File: src/rtl/sram_sp_arb_pkg.sv
// Shared types and defaults for the two-port single-port-SRAM arbiter.
// Latency: n/a (package only).
// Backpressure: n/a (package only).
package sram_sp_arb_pkg;

    localparam int NUM_PORTS = 2;

    // Defaults sized for the 256x8 macro.
    localparam int DW_DEF    = 8;
    localparam int AW_DEF    = 8;
    localparam int DEPTH_DEF = 256;

    typedef enum logic {
        ST_INIT  = 1'b0,
        ST_SERVE = 1'b1
    } state_e;

endpackage

File: src/rtl/sram_sp_arbiter_rr_arb2.sv
// Two-input round-robin arbiter with an internal priority pointer.
// Latency: grant is combinational from valid; pointer updates at the clock edge.
// Backpressure: no grant while enable is low; the pointer holds without a grant.
//
// Ports:
//   clock, reset_n  clock and asynchronous active-low reset
//   valid[1:0]      request per input
//   enable          gates all grants (low during init / reset recovery)
//   grant[1:0]      one-hot grant, all zero when nothing is granted
module rr_arb2 (
    input  logic       clock,
    input  logic       reset_n,
    input  logic [1:0] valid,
    input  logic       enable,
    output logic [1:0] grant
);

    // 0: port 0 has priority on contention, 1: port 1 has priority.
    logic ptr_q;

    always_comb begin
        grant = 2'b00;
        if (enable) begin
            case (valid)
                2'b01:   grant = 2'b01;
                2'b10:   grant = 2'b10;
                2'b11:   grant = ptr_q ? 2'b10 : 2'b01;
                default: grant = 2'b00;
            endcase
        end
    end

    // After any grant, priority passes to the port that was not granted.
    always_ff @(posedge clock or negedge reset_n) begin
        if (!reset_n) begin
            ptr_q <= 1'b0;
        end else if (|grant) begin
            ptr_q <= grant[0];
        end
    end

endmodule

File: src/rtl/sram_sp_arbiter.sv
// Shares one single-port SRAM macro (256x8, active-low CE/WE) between two requesters.
// Latency: accepted access drives the macro in the same cycle; read data returns 1 cycle later.
// Backpressure: req_ready is the round-robin grant; responses have no backpressure.
//
// Optional feature macro: SRAM_SP_ARB_INIT_EN -- when defined, a post-reset sweep
// writes zero to every word before any request is served (init_done low until then).
//
// Ports:
//   clock, reset_n                     clock (also the macro CLK), async active-low reset
//   req_valid/req_ready/req_write      per-port handshake and direction (bit i = port i)
//   req_addr/req_wdata                 per-port address/data, port i at [i*W +: W]
//   resp_valid/resp_rdata              per-port read-return pulse, shared read data
//   init_done                          high once requests are being served
//   sram_ceb/sram_web/sram_a/sram_d    macro pins (active-low CE/WE)
//   sram_q                             macro registered read data
module sram_sp_arbiter
    import sram_sp_arb_pkg::*;
#(
    parameter int DW    = DW_DEF,
    parameter int AW    = AW_DEF,
    parameter int DEPTH = DEPTH_DEF
) (
    input  logic                      clock,
    input  logic                      reset_n,
    input  logic [NUM_PORTS-1:0]      req_valid,
    output logic [NUM_PORTS-1:0]      req_ready,
    input  logic [NUM_PORTS-1:0]      req_write,
    input  logic [NUM_PORTS*AW-1:0]   req_addr,
    input  logic [NUM_PORTS*DW-1:0]   req_wdata,
    output logic [NUM_PORTS-1:0]      resp_valid,
    output logic [DW-1:0]             resp_rdata,
    output logic                      init_done,
    output logic                      sram_ceb,
    output logic                      sram_web,
    output logic [AW-1:0]             sram_a,
    output logic [DW-1:0]             sram_d,
    input  logic [DW-1:0]             sram_q
);

    // The sweep and address hold logic assume the macro is fully addressed.
    if (DEPTH != (2 ** AW)) begin : g_bad_depth
        $error("sram_sp_arbiter: DEPTH must equal 2**AW");
    end

    state_e                state_q;
    logic                  live_q;     // low during reset so nothing is granted then
    logic                  ceb_q;      // sweep-phase pin registers
    logic                  web_q;
    logic [AW-1:0]         a_q;        // sweep counter / last address driven
    logic [DW-1:0]         d_q;        // last write data driven
    logic [NUM_PORTS-1:0]  rd_q;       // read issued last cycle, per port

    logic [NUM_PORTS-1:0]  gnt;
    logic                  gnt_any;
    logic                  sel;
    logic                  g_write;
    logic [AW-1:0]         g_addr;
    logic [DW-1:0]         g_wdata;
    logic                  serve_en;

    assign serve_en = (state_q == ST_SERVE) && live_q;

    rr_arb2 u_arb (
        .clock   (clock),
        .reset_n (reset_n),
        .valid   (req_valid),
        .enable  (serve_en),
        .grant   (gnt)
    );

    assign gnt_any = |gnt;
    assign sel     = gnt[1];
    assign g_write = sel ? req_write[1]          : req_write[0];
    assign g_addr  = sel ? req_addr[2*AW-1:AW]   : req_addr[AW-1:0];
    assign g_wdata = sel ? req_wdata[2*DW-1:DW]  : req_wdata[DW-1:0];

    assign req_ready  = gnt;
    assign resp_valid = rd_q;
    // Macro Q is only meaningful the cycle after a read; force zero otherwise.
    assign resp_rdata = (|rd_q) ? sram_q : '0;

    // Macro pins: registered during the sweep, combinational from the grant when
    // serving. Without a grant the address/data hold their last driven values.
    always_comb begin
        sram_ceb = ceb_q;
        sram_web = web_q;
        sram_a   = a_q;
        sram_d   = d_q;
        if (state_q == ST_SERVE) begin
            sram_ceb = ~gnt_any;
            sram_web = 1'b1;
            if (gnt_any) begin
                sram_web = ~g_write;
                sram_a   = g_addr;
                sram_d   = g_wdata;
            end
        end
    end

`ifdef SRAM_SP_ARB_INIT_EN
    logic done_q;
    assign init_done = done_q;
`else
    assign init_done = 1'b1;
`endif

    always_ff @(posedge clock or negedge reset_n) begin
        if (!reset_n) begin
`ifdef SRAM_SP_ARB_INIT_EN
            state_q <= ST_INIT;
            done_q  <= 1'b0;
`else
            state_q <= ST_SERVE;
`endif
            live_q  <= 1'b0;
            ceb_q   <= 1'b1;
            web_q   <= 1'b1;
            a_q     <= '0;
            d_q     <= '0;
            rd_q    <= '0;
        end else begin
            live_q <= 1'b1;
            rd_q   <= gnt & ~req_write;
            case (state_q)
`ifdef SRAM_SP_ARB_INIT_EN
                ST_INIT: begin
                    // First edge after reset arms the sweep at address 0; the
                    // switch to SERVE happens once address DEPTH-1 has been driven.
                    if (ceb_q) begin
                        ceb_q <= 1'b0;
                        web_q <= 1'b0;
                        a_q   <= '0;
                        d_q   <= '0;
                    end else if (a_q == AW'(DEPTH - 1)) begin
                        state_q <= ST_SERVE;
                        done_q  <= 1'b1;
                        ceb_q   <= 1'b1;
                        web_q   <= 1'b1;
                    end else begin
                        a_q <= a_q + 1'b1;
                    end
                end
`endif
                ST_SERVE: begin
                    if (gnt_any) begin
                        a_q <= g_addr;
                        d_q <= g_wdata;
                    end
                end
                default: begin
                    state_q <= ST_SERVE;
                end
            endcase
        end
    end

endmodule

File: config.mk
export PLATFORM = sky130hd
export DESIGN_NAME = sram_sp_arbiter
export DESIGN_NICKNAME = d
export VERILOG_FILES = /design/src/rtl/sram_sp_arb_pkg.sv /design/src/rtl/sram_sp_arbiter_rr_arb2.sv /design/src/rtl/sram_sp_arbiter.sv
export SDC_FILE = /design/constraint.sdc
export NUM_CORES = 1
export LEC_CHECK = 0
export CAP_MARGIN = 0
export CORE_MARGIN = 2
export CORE_UTILIZATION = 33
export CTS_BUF_LIST = sky130_fd_sc_hd__clkbuf_16
export CTS_CLUSTER_SIZE = 20
export DETAILED_ROUTE_END_ITERATION = 10
export HOLD_SLACK_MARGIN = 0.08
export PLACE_DENSITY = 0.8
export SLEW_MARGIN = 20
export SYNTH_ARGS = -nofsm -noshare
export SYNTH_HDL_FRONTEND = slang
export SYNTH_HIERARCHICAL = 1
export SYNTH_SLANG_ARGS = --single-unit
File: constraint.sdc
create_clock -name clock -period 1.7 [get_ports clock]
set_input_delay 0.255 -clock clock [delete_from_list [all_inputs] [get_ports clock]]
set_output_delay 0.255 -clock clock [all_outputs]
set_load 0.02 [all_outputs]
# Word level (Yosys, flattened, before mapping)
# Cells that the tools add are included.
op_classes:
  eq_ne: 3
  mux: 10
  bitwise_logic: 4
  n_reduce_logical: 2
op_table:
  columns: ["cell", "count"]
  rows:
  - ["two-way mux 8 bit", 5]
  - ["one-hot mux 2 bit (3 select lines)", 1]
  - ["equality test 2 bit, second input constant", 2]
  - ["two-way mux 2 bit", 2]
  - ["OR reduction 2 bit", 2]
  - ["bitwise AND 2 bit", 1]
  - ["equality test 2 x 1 -> 1 bit, second input constant", 1]
  - ["two-way mux 1 bit", 2]
  - ["NOT 1 bit", 2]
  - ["NOT 2 bit", 1]
word_totals:
  regBits: 20
  inputBits: 46
  out_inout_bits: 31

# Logic depth before layout (Yosys ltp)
# Gate-level depths: netlist of the first run.
depth:
  word_depth: 6
  depth_mapped: 6
  ltp_nobuf: 4

# By module
# Netlist of the first run, hierarchy kept.
modules_own_cells:
  columns: ["module", "n_inst", "cells_per_inst", "area_each_um2"]
  rows:
  - ["sram_sp_arbiter", 1, 89, 924.6]
  - ["rr_arb2", 1, 8, 61.3]

# Worst setup path after synthesis of the first run
# OpenSTA, ideal clock, no wires.
synth_timing:
  kind: "reg-to-output"
  from: "reg live_q"
  to: "out sram_a[7]"
  t_arrival_ns: 1.677
  slack_ns: -0.232
  stages_incl_launch_ff: 6
  path_buffers: 1
  path_cell_list: "dfrtp_1 > nand2_1 > a21oi_1 > buf_6 > mux2i_1 > o21ai_0"
synth_via:
  elab_chain_cells: 3
  word_cells_on_any_way: 4
synth_rtl:
  columns: ["element", "line", "rtl"]
  rows:
  - ["from (decl)", "sram_sp_arbiter.sv:46", "logic live_q;"]
  - ["from (signal assigned)", "sram_sp_arbiter.sv:115", "live_q <= 1'b0;"]
  - ["from (signal assigned)", "sram_sp_arbiter.sv:122", "live_q <= 1'b1;"]
  - ["two-way mux 2 bit", "sram_sp_arbiter_rr_arb2.sv:23", "if (enable) begin"]
  - ["named net req_ready[0]", "sram_sp_arbiter.sv:26", "output logic [NUM_PORTS-1:0] req_ready,"]
  - ["OR reduction 2 bit", "sram_sp_arbiter.sv:71", "assign gnt_any = |gnt;"]
  - ["two-way mux 8 bit", "sram_sp_arbiter.sv:92", "if (gnt_any) begin"]
  - ["to (decl)", "sram_sp_arbiter.sv:35", "output logic [AW-1:0] sram_a,"]
# The timed path passes the listed nets, and every way through them passes these cells.

# Worst setup path after layout of the first run
layout_timing:
  from: "reg live_q"
  to: "out sram_d[2]"
layout_via:
  elab_chain_cells: 3
  word_cells_on_any_way: 4
layout_rtl:
  columns: ["element", "line", "rtl"]
  rows:
  - ["two-way mux 2 bit (*)", "sram_sp_arbiter_rr_arb2.sv:23", null]
  - ["two-way mux 8 bit / OR reduction 2 bit (equally long branches)", "sram_sp_arbiter.sv:75, sram_sp_arbiter.sv:71", null]
  - ["two-way mux 8 bit (*)", "sram_sp_arbiter.sv:92", null]
  - ["to (decl)", "sram_sp_arbiter.sv:36", "output logic [DW-1:0] sram_d,"]
# Mark *: on every way between the ends. The rest lies on a longest branch, timed or not.

==> flow_metrics.py, run 1 <==
metrics = {
    "detailed_routing": {
        "drt_iter0_drc": 23,
        "wl_met3_um": 313,
        "drc_errors": 5,
        "wl_met2_mm": 2.551,
        "dr.pass1.iters": 9,
        "wl_mm": 4.721,
        "vias": 1215,
        "wl_met1_mm": 1.698,
        "wire_per_inst_um": 19.59,
        "via_per_inst": 5.041,
        "top_layer": "met4",
        "ant_nets": 0,
    },
    "synthesis": {
        "synth.distinct_cells": 18,
        "ys_seq_elements": 20,
        "yosys-top-cells-area": "dfrtp_1 (51%), mux2i_1 (16%), nand2_1 (6.9%)",
        "synth_top_area_cell": "dfrtp_1",
        "syn_area_sq_um": 985.9,
        "postSynthAreaPerCell_sq_um": 10.16,
        "yosysWarnings": 8,
        "yosysSeqAreaShare": 0.5076,
        "synth_top_area_frac": 0.5076,
        "syn-instance-count": 97,
    },
    "flow_run": {
        "maxCapViolations": 0,
    },
    "global_routing": {
        "track_usage": 0.2763,
        "grt_max_degree": 21,
        "grt_pass1_vias": 1327,
        "antenna_found_initial": 0,
        "overflow": 0,
        "grt_pass1_wl_mm": 6.872,
    },
    "clock_tree": {
        "cts_buffers": 3,
        "cts.clk_slew.worst_paths_ns": 0.06,
        "hold_buffers": 0,
        "cts_root_buf": "clkbuf_16",
        "clock_latency_ns": 0.25,
        "clk_path_buf_depth": 2,
        "h-tree-depth": 1,
        "cts.sinks": 20,
        "tritoncts": "yes",
    },
    "timing": {
        "hold_viol": 0,
        "slew_viol_final": 0,
        "worst_slack_ns": -0.2199,
        "finalSetupViolations": 18,
        "fmax_ghz": 0.5209,
        "finalCriticalPeriod_ns": 1.920,
        "rsz0062_at_grt": "yes",
        "clock_skew_ns": 0.001801,
        "min_period_over_period": 1.129,
        "tns_ns": -2.818,
    },
    "floorplanning": {
        "die_area_sq_um": 3441,
        "die_h_um": 58.66,
        "ios": 77,
        "die_w_um": 58.66,
        "rows": 19,
        "core_sq_um": 2805,
        "initial_core_util": 0.3515,
    },
    "setup_path": {
        "required_ns": 1.44,
        "critical_path_class": "reg2out",
        "reg2reg_depth": 8,
        "r2r_end": "d_q[3]$_DFF_PN0_",
        "start_kind": "flop",
        "r2r_setup_slack_ns": 0.06,
        "crit_arrival_ns": 1.66,
        "endpoint_kind": "output pin",
        "crit_fanout": 8,
        "cp-endpoint": "sram_d[2]",
        "r2r_start": "live_q$_DFF_PN0_",
        "worstSetupStartpoint": "live_q$_DFF_PN0_",
    },
    "place": {
        "dpl.hpwl_mm": 2.398,
        "dp_slack_ns": -0.6735,
        "post_dp_cell_area_sq_um": 1893,
        "place.gp.congestion": 0.6956,
        "io_buffers": 75,
    },
    "run_status": {
        "violations": "design-rule violations, negative setup slack",
        "outcome": "finished with violations",
    },
    "cells_and_area": {
        "multi_input_area_sq_um": 609.3,
        "num_antenna_cells": 0,
        "drive_above_1_share": 0.4429,
        "final-seq-area_sq_um": 500.5,
        "areaGrowthSynthToFinish_pct": 142.1,
        "fin_util": 0.8510,
        "fillers": 148,
        "fin_nets": 258,
        "design_area_sq_um": 2387,
    },
    "power": {
        "p_leak_nw": 1.065,
        "peakVddDrop_uv": 804.1,
        "power_density_nw_per_um2": 891.8,
        "p_total_mw": 2.129,
    },
    "worst_hold_path": {
        "hold_class": "in2async",
    },
}
-- placed cells by master (no fill, tap or decap) --
cell type,synthesis,final
clkdlybuf4s50_1,0,45
buf_4,1,29
buf_6,1,23
dfrtp_1,20,20
nand2_1,18,17
nor2b_1,10,10
dlygate4sd2_1,0,10
o21ai_2,0,9
mux2i_1,16,6
mux2i_4,0,5
mux2i_2,0,5
o21ai_1,7,4
o21ai_4,0,3
clkbuf_16,0,3
buf_12,1,3
a21oi_2,2,2
conb_1,1,2
buf_16,0,2
buf_2,3,2
a21oi_4,0,2
nor2_1,2,1
nor2_4,0,1
and3b_1,1,1
clkbuf_2,0,1
buf_8,0,1
nand2_2,0,1
inv_2,0,1
and3_1,1,1
-- worst min path at each step --
stage | to | cells after the start | slack, ns | start
after global routing | a_q[1]$_DFF_PN0_ | 2 | 0.41 | reset_n
final | a_q[1]$_DFF_PN0_ | 2 | 0.35 | reset_n
after floorplan | a_q[0]$_DFF_PN0_ | 0 | -0.04 | reset_n
after CTS | a_q[1]$_DFF_PN0_ | 2 | 0.35 | reset_n
after global placement | a_q[4]$_DFF_PN0_ | 2 | 0.53 | a_q[4]$_DFF_PN0_
after detailed placement | a_q[6]$_DFF_PN0_ | 2 | 0.53 | a_q[6]$_DFF_PN0_
-- registers in the layout, indices dropped and copies added, names as in the netlist --
signal / cells
a_q: 8
d_q: 8
resp_valid: 2
live_q: 1
u_arb/ptr_q: 1
-- synth_stat cells (all sizes together) --
cell type  instances
inv                1
and3b              1
nor2               2
mux2i             16
dfrtp             20
nand2             18
a21oi              4
nor2b             10
buf                7
o21ai             16
conb               1
and3               1
-- critical path, stage by stage (launching register included) --
cell and delay, ns:
dfrtp_1 0.38, nand2_2 0.09, a21oi_4 0.20, buf_12 0.19
mux2i_2 0.27, o21ai_2 0.11, buf_2 0.17
-- layer usage --
metal  vias up  global-route usage
met4         0             0.07143
met2        71              0.5409
met3        12             0.04835
li1        550                   -
met1       582              0.3034
met5         -                   0
-- kinds of logic (layout without fill, tap and decap cells) --
| family | after synthesis | after routing | synth area share |
|---|---|---|---|
| buffers and inverters | 8 | 120 | 0.06217 |
| multiplexers | 16 | 16 | 0.1624 |
| flip-flops | 20 | 20 | 0.5076 |
| other | 1 | 2 | 0.003803 |
| AND/OR/NAND/NOR | 32 | 32 | 0.1548 |
| AO/OA/AOI/OAI | 20 | 20 | 0.1091 |
-- layout make-up --
| type | instances | area share |
|---|---|---|
| inverter | 1 | 0.001572 |
| timing repair buffer | 116 | 0.4858 |
| clock buffer | 3 | 0.03145 |
| sequential | 20 | 0.2096 |
| tap | 31 | 0.01625 |
| multi-input combinational | 70 | 0.2552 |
-- repair_timing --
item,in CTS,in global routing
cloned,3,0
pin swaps,10,7
setup buffers,26,4
resized for setup,131,33
setup endpoints to repair,28,22
-- report_power, final --
part	switching, mW	leakage, nW	internal (mW)	total [mW]
clock	0.181	0.0370	0.311	0.491
sequential	0.0582	0.245	0.563	0.621
combinational	0.448	0.784	0.569	1.02
total	0.687	1.07	1.44	2.13
-- metrics by stage --
| stage | hold slack, ns | std cells |
|---|---|---|
| CTS | 0.3549 | 243 |
| global route | 0.4079 | 241 |
| global placement | 0.5308 | 211 |
| finish | 0.3455 | 241 |
| detailed placement | 0.5348 | 211 |
| floorplan | -0.04059 | 98 |
Power figures use the tool's default switching activity.
==> run 2: changes to the inputs <==
ABC_CLOCK_PERIOD_IN_PS = 1700   (was not set)
CORE_MARGIN = 5   (was 2)
CTS_CLUSTER_SIZE = 24   (was 20)
==> flow_metrics.py, run 2 (synthesis results as in run 1) <==
metrics = {
    "run_status": {
        "outcome": "finished with violations",
        "violations": "negative setup slack",
    },
    "setup_path": {
        "critical_path_buf_inv_count": 2,
        "r2r_start": "live_q$_DFF_PN0_",
        "critical_path_class": "reg2out",
        "endpoint_kind": "output pin",
        "r2r_end": "d_q[1]$_DFF_PN0_",
        "critPathMaxStageDelay_ns": 0.37,
        "crit_arrival_ns": 1.60,
        "start_kind": "flop",
        "reg2reg_depth": 8,
        "r2r_setup_slack_ns": 0.08,
        "cp_top_family": "flip-flops",
        "cp_slowest_cell": "dfrtp_1",
        "crit_fanout": 8,
        "required_ns": 1.44,
        "crit_path_cell_trace": "nand2_2, a21oi_4, buf_12, mux2i_2, o21ai_2, buf_4",
    },
    "power": {
        "p_total_mw": 1.971,
        "p_leak_nw": 1.023,
        "power_density_nw_per_um2": 884.9,
        "peakVddDrop_uv": 690.1,
    },
    "detailed_routing": {
        "dr.pass1.iters": 4,
        "wl_mm": 3.709,
        "drc_errors": 0,
        "wire_per_inst_um": 16.20,
        "via_per_inst": 4.799,
        "vias": 1099,
        "ant_nets": 0,
        "drt_iter0_drc": 15,
    },
    "timing": {
        "min_period_over_period": 1.092,
        "finalCriticalPeriod_ns": 1.857,
        "clock_skew_ns": 0.004517,
        "worst_slack_ns": -0.1570,
        "slew_viol_final": 0,
        "hold_ws_ns": 0.3456,
        "fmax_ghz": 0.5385,
        "finalSetupViolations": 18,
        "hold_viol": 0,
        "rsz0062_at_grt": "yes",
    },
    "floorplanning": {
        "ios": 77,
        "die_h_um": 64.66,
        "rows": 19,
        "initial_core_util": 0.3515,
        "die_area_sq_um": 4181,
        "core_sq_um": 2805,
        "die_w_um": 64.66,
    },
    "clock_tree": {
        "cts.clk_slew.worst_paths_ns": 0.06,
        "cts_root_buf": "clkbuf_16",
        "hold_buffers": 0,
        "cts.sinks": 20,
        "tritoncts": "yes",
        "clk_path_buf_depth": 2,
        "h-tree-depth": 1,
        "cts_buffers": 3,
        "clock_latency_ns": 0.25,
    },
    "global_routing": {
        "overflow": 0,
        "top_usage_layer": "met2",
        "grtUsageMet3": 0.07254,
        "use_met1": 0.1872,
        "grt_max_degree": 24,
        "grt_pass1_wl_mm": 5.761,
        "grt_pass1_vias": 1239,
        "met2_usage": 0.3222,
        "antenna_found_initial": 0,
        "track_usage": 0.1775,
    },
    "worst_hold_path": {
        "hold_class": "in2async",
    },
    "cells_and_area": {
        "final-seq-area_sq_um": 500.5,
        "final_common_cell": "clkdlybuf4s50_1",
        "fin_cells": 229,
        "num_antenna_cells": 0,
        "multi_input_area_sq_um": 598.1,
        "fillers": 183,
        "drive_above_1_share": 0.4091,
        "fin_nets": 246,
        "final_cell_mix": "clkdlybuf4s50_1 (45), buf_4 (24), dfrtp_1 (20)",
        "areaGrowthSynthToFinish_pct": 125.9,
    },
    "flow_run": {
        "maxCapViolations": 0,
    },
    "place": {
        "place.gp.congestion": 0.7275,
        "io_buffers": 75,
        "dpl.hpwl_mm": 2.589,
        "dpl.cell_count": 212,
        "dp_slack_ns": -0.6936,
    },
}
[run 2: metrics by stage]
step,util,setup TNS (ns),area [sq um]
global placement,0.6775,-11.24,1901
global route,0.7939,-3.197,2227
detailed placement,0.6775,-12.24,1901
CTS,0.7632,-1.557,2141
floorplan,-,0,1025
finish,0.7939,-1.711,2227
[run 2: power breakdown]
part           switching [mW]  leakage, nW  internal [mW]  total [mW]
registers              0.0481        0.245          0.563       0.611
clock network           0.171       0.0370          0.310       0.481
logic                   0.396        0.742          0.484       0.880
[run 2: how the worst max path moves through the flow]
stage,cells after the start,from,end
2_1_floorplan,6,u_arb/ptr_q$_DFFE_PN0P_,sram_a[7]
3_5_place_dp,7,req_valid[1],sram_d[1]
4_1_cts,7,live_q$_DFF_PN0_,sram_d[3]
3_3_place_gp,7,req_valid[0],sram_d[2]
5_1_grt,6,live_q$_DFF_PN0_,sram_d[3]
6_report,6,live_q$_DFF_PN0_,sram_d[4]
[run 2: cell type report]
class                      count  area share
clock buffer                   3     0.03371
multi-input combinational     70      0.2685
inverter                       1    0.001685
tap                           31     0.01742
timing repair buffer         104      0.4539
sequential                    20      0.2247
[run 2: timing repair]
action                                  in CTS  in global routing
gates cloned                                 1                  0
gates resized for setup                    122                 27
pin swaps                                    6                  5
endpoints found under the setup margin      28                 23
buffers inserted                            11                  4
[run 2: layer usage]
layer  part of all wire  vias to the layer above  routed length (um)
met5                  0                        -                   0
met4             0.0089                        0                  33
met3               0.11                        4                 412
met2               0.52                       61                1945
met1               0.36                      505                1318
li1                   -                      529                   -
==> run 3: changes to the inputs <==
GPL_TIMING_DRIVEN = 0   (was not set)
SETUP_SLACK_MARGIN = 0.3   (was not set)
==> flow_metrics.py, run 3 (synthesis results as in run 1) <==
metrics = {
    "run_status": {
        "outcome": "finished with violations",
        "violations": "negative setup slack",
    },
    "setup_path": {
        "start_kind": "flop",
        "required_ns": 1.44,
        "critPathMaxStageDelay_ns": 0.42,
        "crit_fanout": 5,
        "crit_path_cell_trace": "a21oi_4, buf_8, buf_12, mux2i_4, o21ai_2, buf_6",
        "endpoint_kind": "output pin",
        "cp_top_family": "buffers and inverters",
        "cp_slowest_cell": "dfrtp_1",
        "crit_arrival_ns": 1.62,
        "critical_path_buf_inv_count": 3,
        "critical_path_class": "reg2out",
    },
    "clock_tree": {
        "h-tree-depth": 1,
        "cts_buffers": 3,
        "clk_path_buf_depth": 2,
        "cts.sinks": 20,
        "cts.clk_slew.worst_paths_ns": 0.05,
        "clock_latency_ns": 0.25,
        "cts_root_buf": "clkbuf_16",
        "tritoncts": "yes",
        "hold_buffers": 0,
    },
    "timing": {
        "fmax_ghz": 0.5337,
        "hold_ws_ns": 0.5103,
        "hold_viol": 0,
        "finalCriticalPeriod_ns": 1.874,
        "min_period_over_period": 1.102,
        "rsz0062_at_grt": "yes",
        "finalSetupViolations": 17,
        "slew_viol_final": 0,
        "slew_headroom": 0.4045,
        "worst_slew_pin_slew_ns": 0.8905,
        "clock_skew_ns": 0.003067,
        "worst_slack_ns": -0.1737,
    },
    "cells_and_area": {
        "final_common_cell": "clkdlybuf4s50_1",
        "num_antenna_cells": 0,
        "areaGrowthSynthToFinish_pct": 143.4,
        "fin_cells": 229,
        "fin_nets": 245,
        "final_cell_mix": "clkdlybuf4s50_1 (43), buf_6 (33), dfrtp_1 (20)",
        "fillers": 130,
        "drive_above_1_share": 0.5253,
    },
    "place": {
        "dpl.hpwl_mm": 2.546,
        "io_buffers": 75,
        "dpl.cell_count": 204,
        "place.gp.congestion": 0.6947,
    },
    "power": {
        "p_leak_nw": 1.023,
        "power_density_nw_per_um2": 858.0,
        "peakVddDrop_uv": 695.5,
    },
    "floorplanning": {
        "ios": 77,
        "rows": 19,
        "die_h_um": 64.66,
        "core_sq_um": 2805,
        "die_w_um": 64.66,
        "die_area_sq_um": 4181,
        "initial_core_util": 0.3515,
    },
    "detailed_routing": {
        "dr.pass1.iters": 4,
        "wire_per_inst_um": 17.36,
        "vias": 1124,
        "via_per_inst": 4.908,
        "drt_iter0_drc": 26,
        "wl_mm": 3.976,
        "ant_nets": 0,
        "drc_errors": 0,
    },
    "global_routing": {
        "overflow": 0,
        "grt_pass1_vias": 1246,
        "grt_max_degree": 21,
        "grt_pass1_wl_mm": 5.989,
        "antenna_found_initial": 0,
        "track_usage": 0.1835,
    },
    "flow_run": {
        "maxCapViolations": 0,
    },
    "worst_hold_path": {
        "hold_class": "in2async",
    },
}
-- run 3: changes by cell type in the layout (fill, tap and decap cells not counted), sizes merged --
cell / delta
clkdlybuf4s50: -2
dlymetal6s2s: -3
dlygate4sd2: -4
clkbuf: -1
clkinv: +1
buf: +9
-- run 3: per-layer routing --
metal	global-route usage	part of all wire	vias to the layer above
met5	0	0	-
met1	0.2063	0.37	535
met3	0.06736	0.094	4
met4	0.04485	0.010	0
li1	-	-	530
met2	0.3299	0.52	55
-- run 3: area by class of cell --
cell class              count  area [sq um]  area share
clock buffers               3         75.07     0.03128
multi-input cells          70         698.2      0.2909
well taps                  31         38.79     0.01616
flip-flops and latches     20         500.5      0.2086
clock inverters             1         3.754    0.001564
repair buffers             96         977.2      0.4072
plain buffers               7         100.1     0.04171
inverters                   1         6.256    0.002607
-- run 3: worst register-to-register path: stages, from the launching register on --
cell and delay (ns):
dfrtp_1 0.42, a21oi_4 0.17, buf_8 0.16, buf_12 0.15, mux2i_4 0.23, o21ai_2 0.08, buf_4 0.13, buf_6 0.10
-- run 3: repair_timing --
action,4_1_cts,5_1_grt
endpoints found under the setup margin,46,32
gates cloned,1,0
gates resized for setup,190,25
setup buffers,15,5
pin swaps,5,5
-- run 3: where the power goes --
| group | switching (mW) | total, mW | internal [mW] | leakage, nW |
|---|---|---|---|---|
| clock | 0.163 | 0.476 | 0.313 | 0.0385 |
| combinational | 0.424 | 0.963 | 0.539 | 0.740 |
| sequential | 0.0570 | 0.620 | 0.563 | 0.245 |
| total | 0.644 | 2.06 | 1.42 | 1.02 |
-- run 3: stage by stage --
step,instance area (sq um),utilization,setup WS (ns),total power [mW],setup TNS [ns]
2_1_floorplan,1116,-,0.1382,0.9691,0
3_3_place_gp,1906,0.6793,-0.7810,1.309,-14.10
3_5_place_dp,1906,0.6793,-0.8531,1.325,-15.08
4_1_cts,2265,0.8073,-0.1521,1.967,-2.100
5_1_grt,2400,0.8555,-0.2352,2.159,-3.571
6_report,2400,0.8555,-0.1737,2.059,-2.326
-- run 3: worst paths after layout --
check                                              from                       to  slack, ns  cells past startpoint
max in group asynchronous                       reset_n  resp_valid[0]$_DFF_PN0_       0.64                      1
min in group clock                     d_q[2]$_DFF_PN0_         d_q[2]$_DFF_PN0_       0.57                      2
worst max-delay path            u_arb/ptr_q$_DFFE_PN0P_                sram_a[5]      -0.17                      6
worst min-delay path                            reset_n         live_q$_DFF_PN0_       0.51                      1
worst max register to register  u_arb/ptr_q$_DFFE_PN0P_         a_q[6]$_DFF_PN0_       0.15                      7
worst min register to register         d_q[2]$_DFF_PN0_         d_q[2]$_DFF_PN0_       0.57                      2
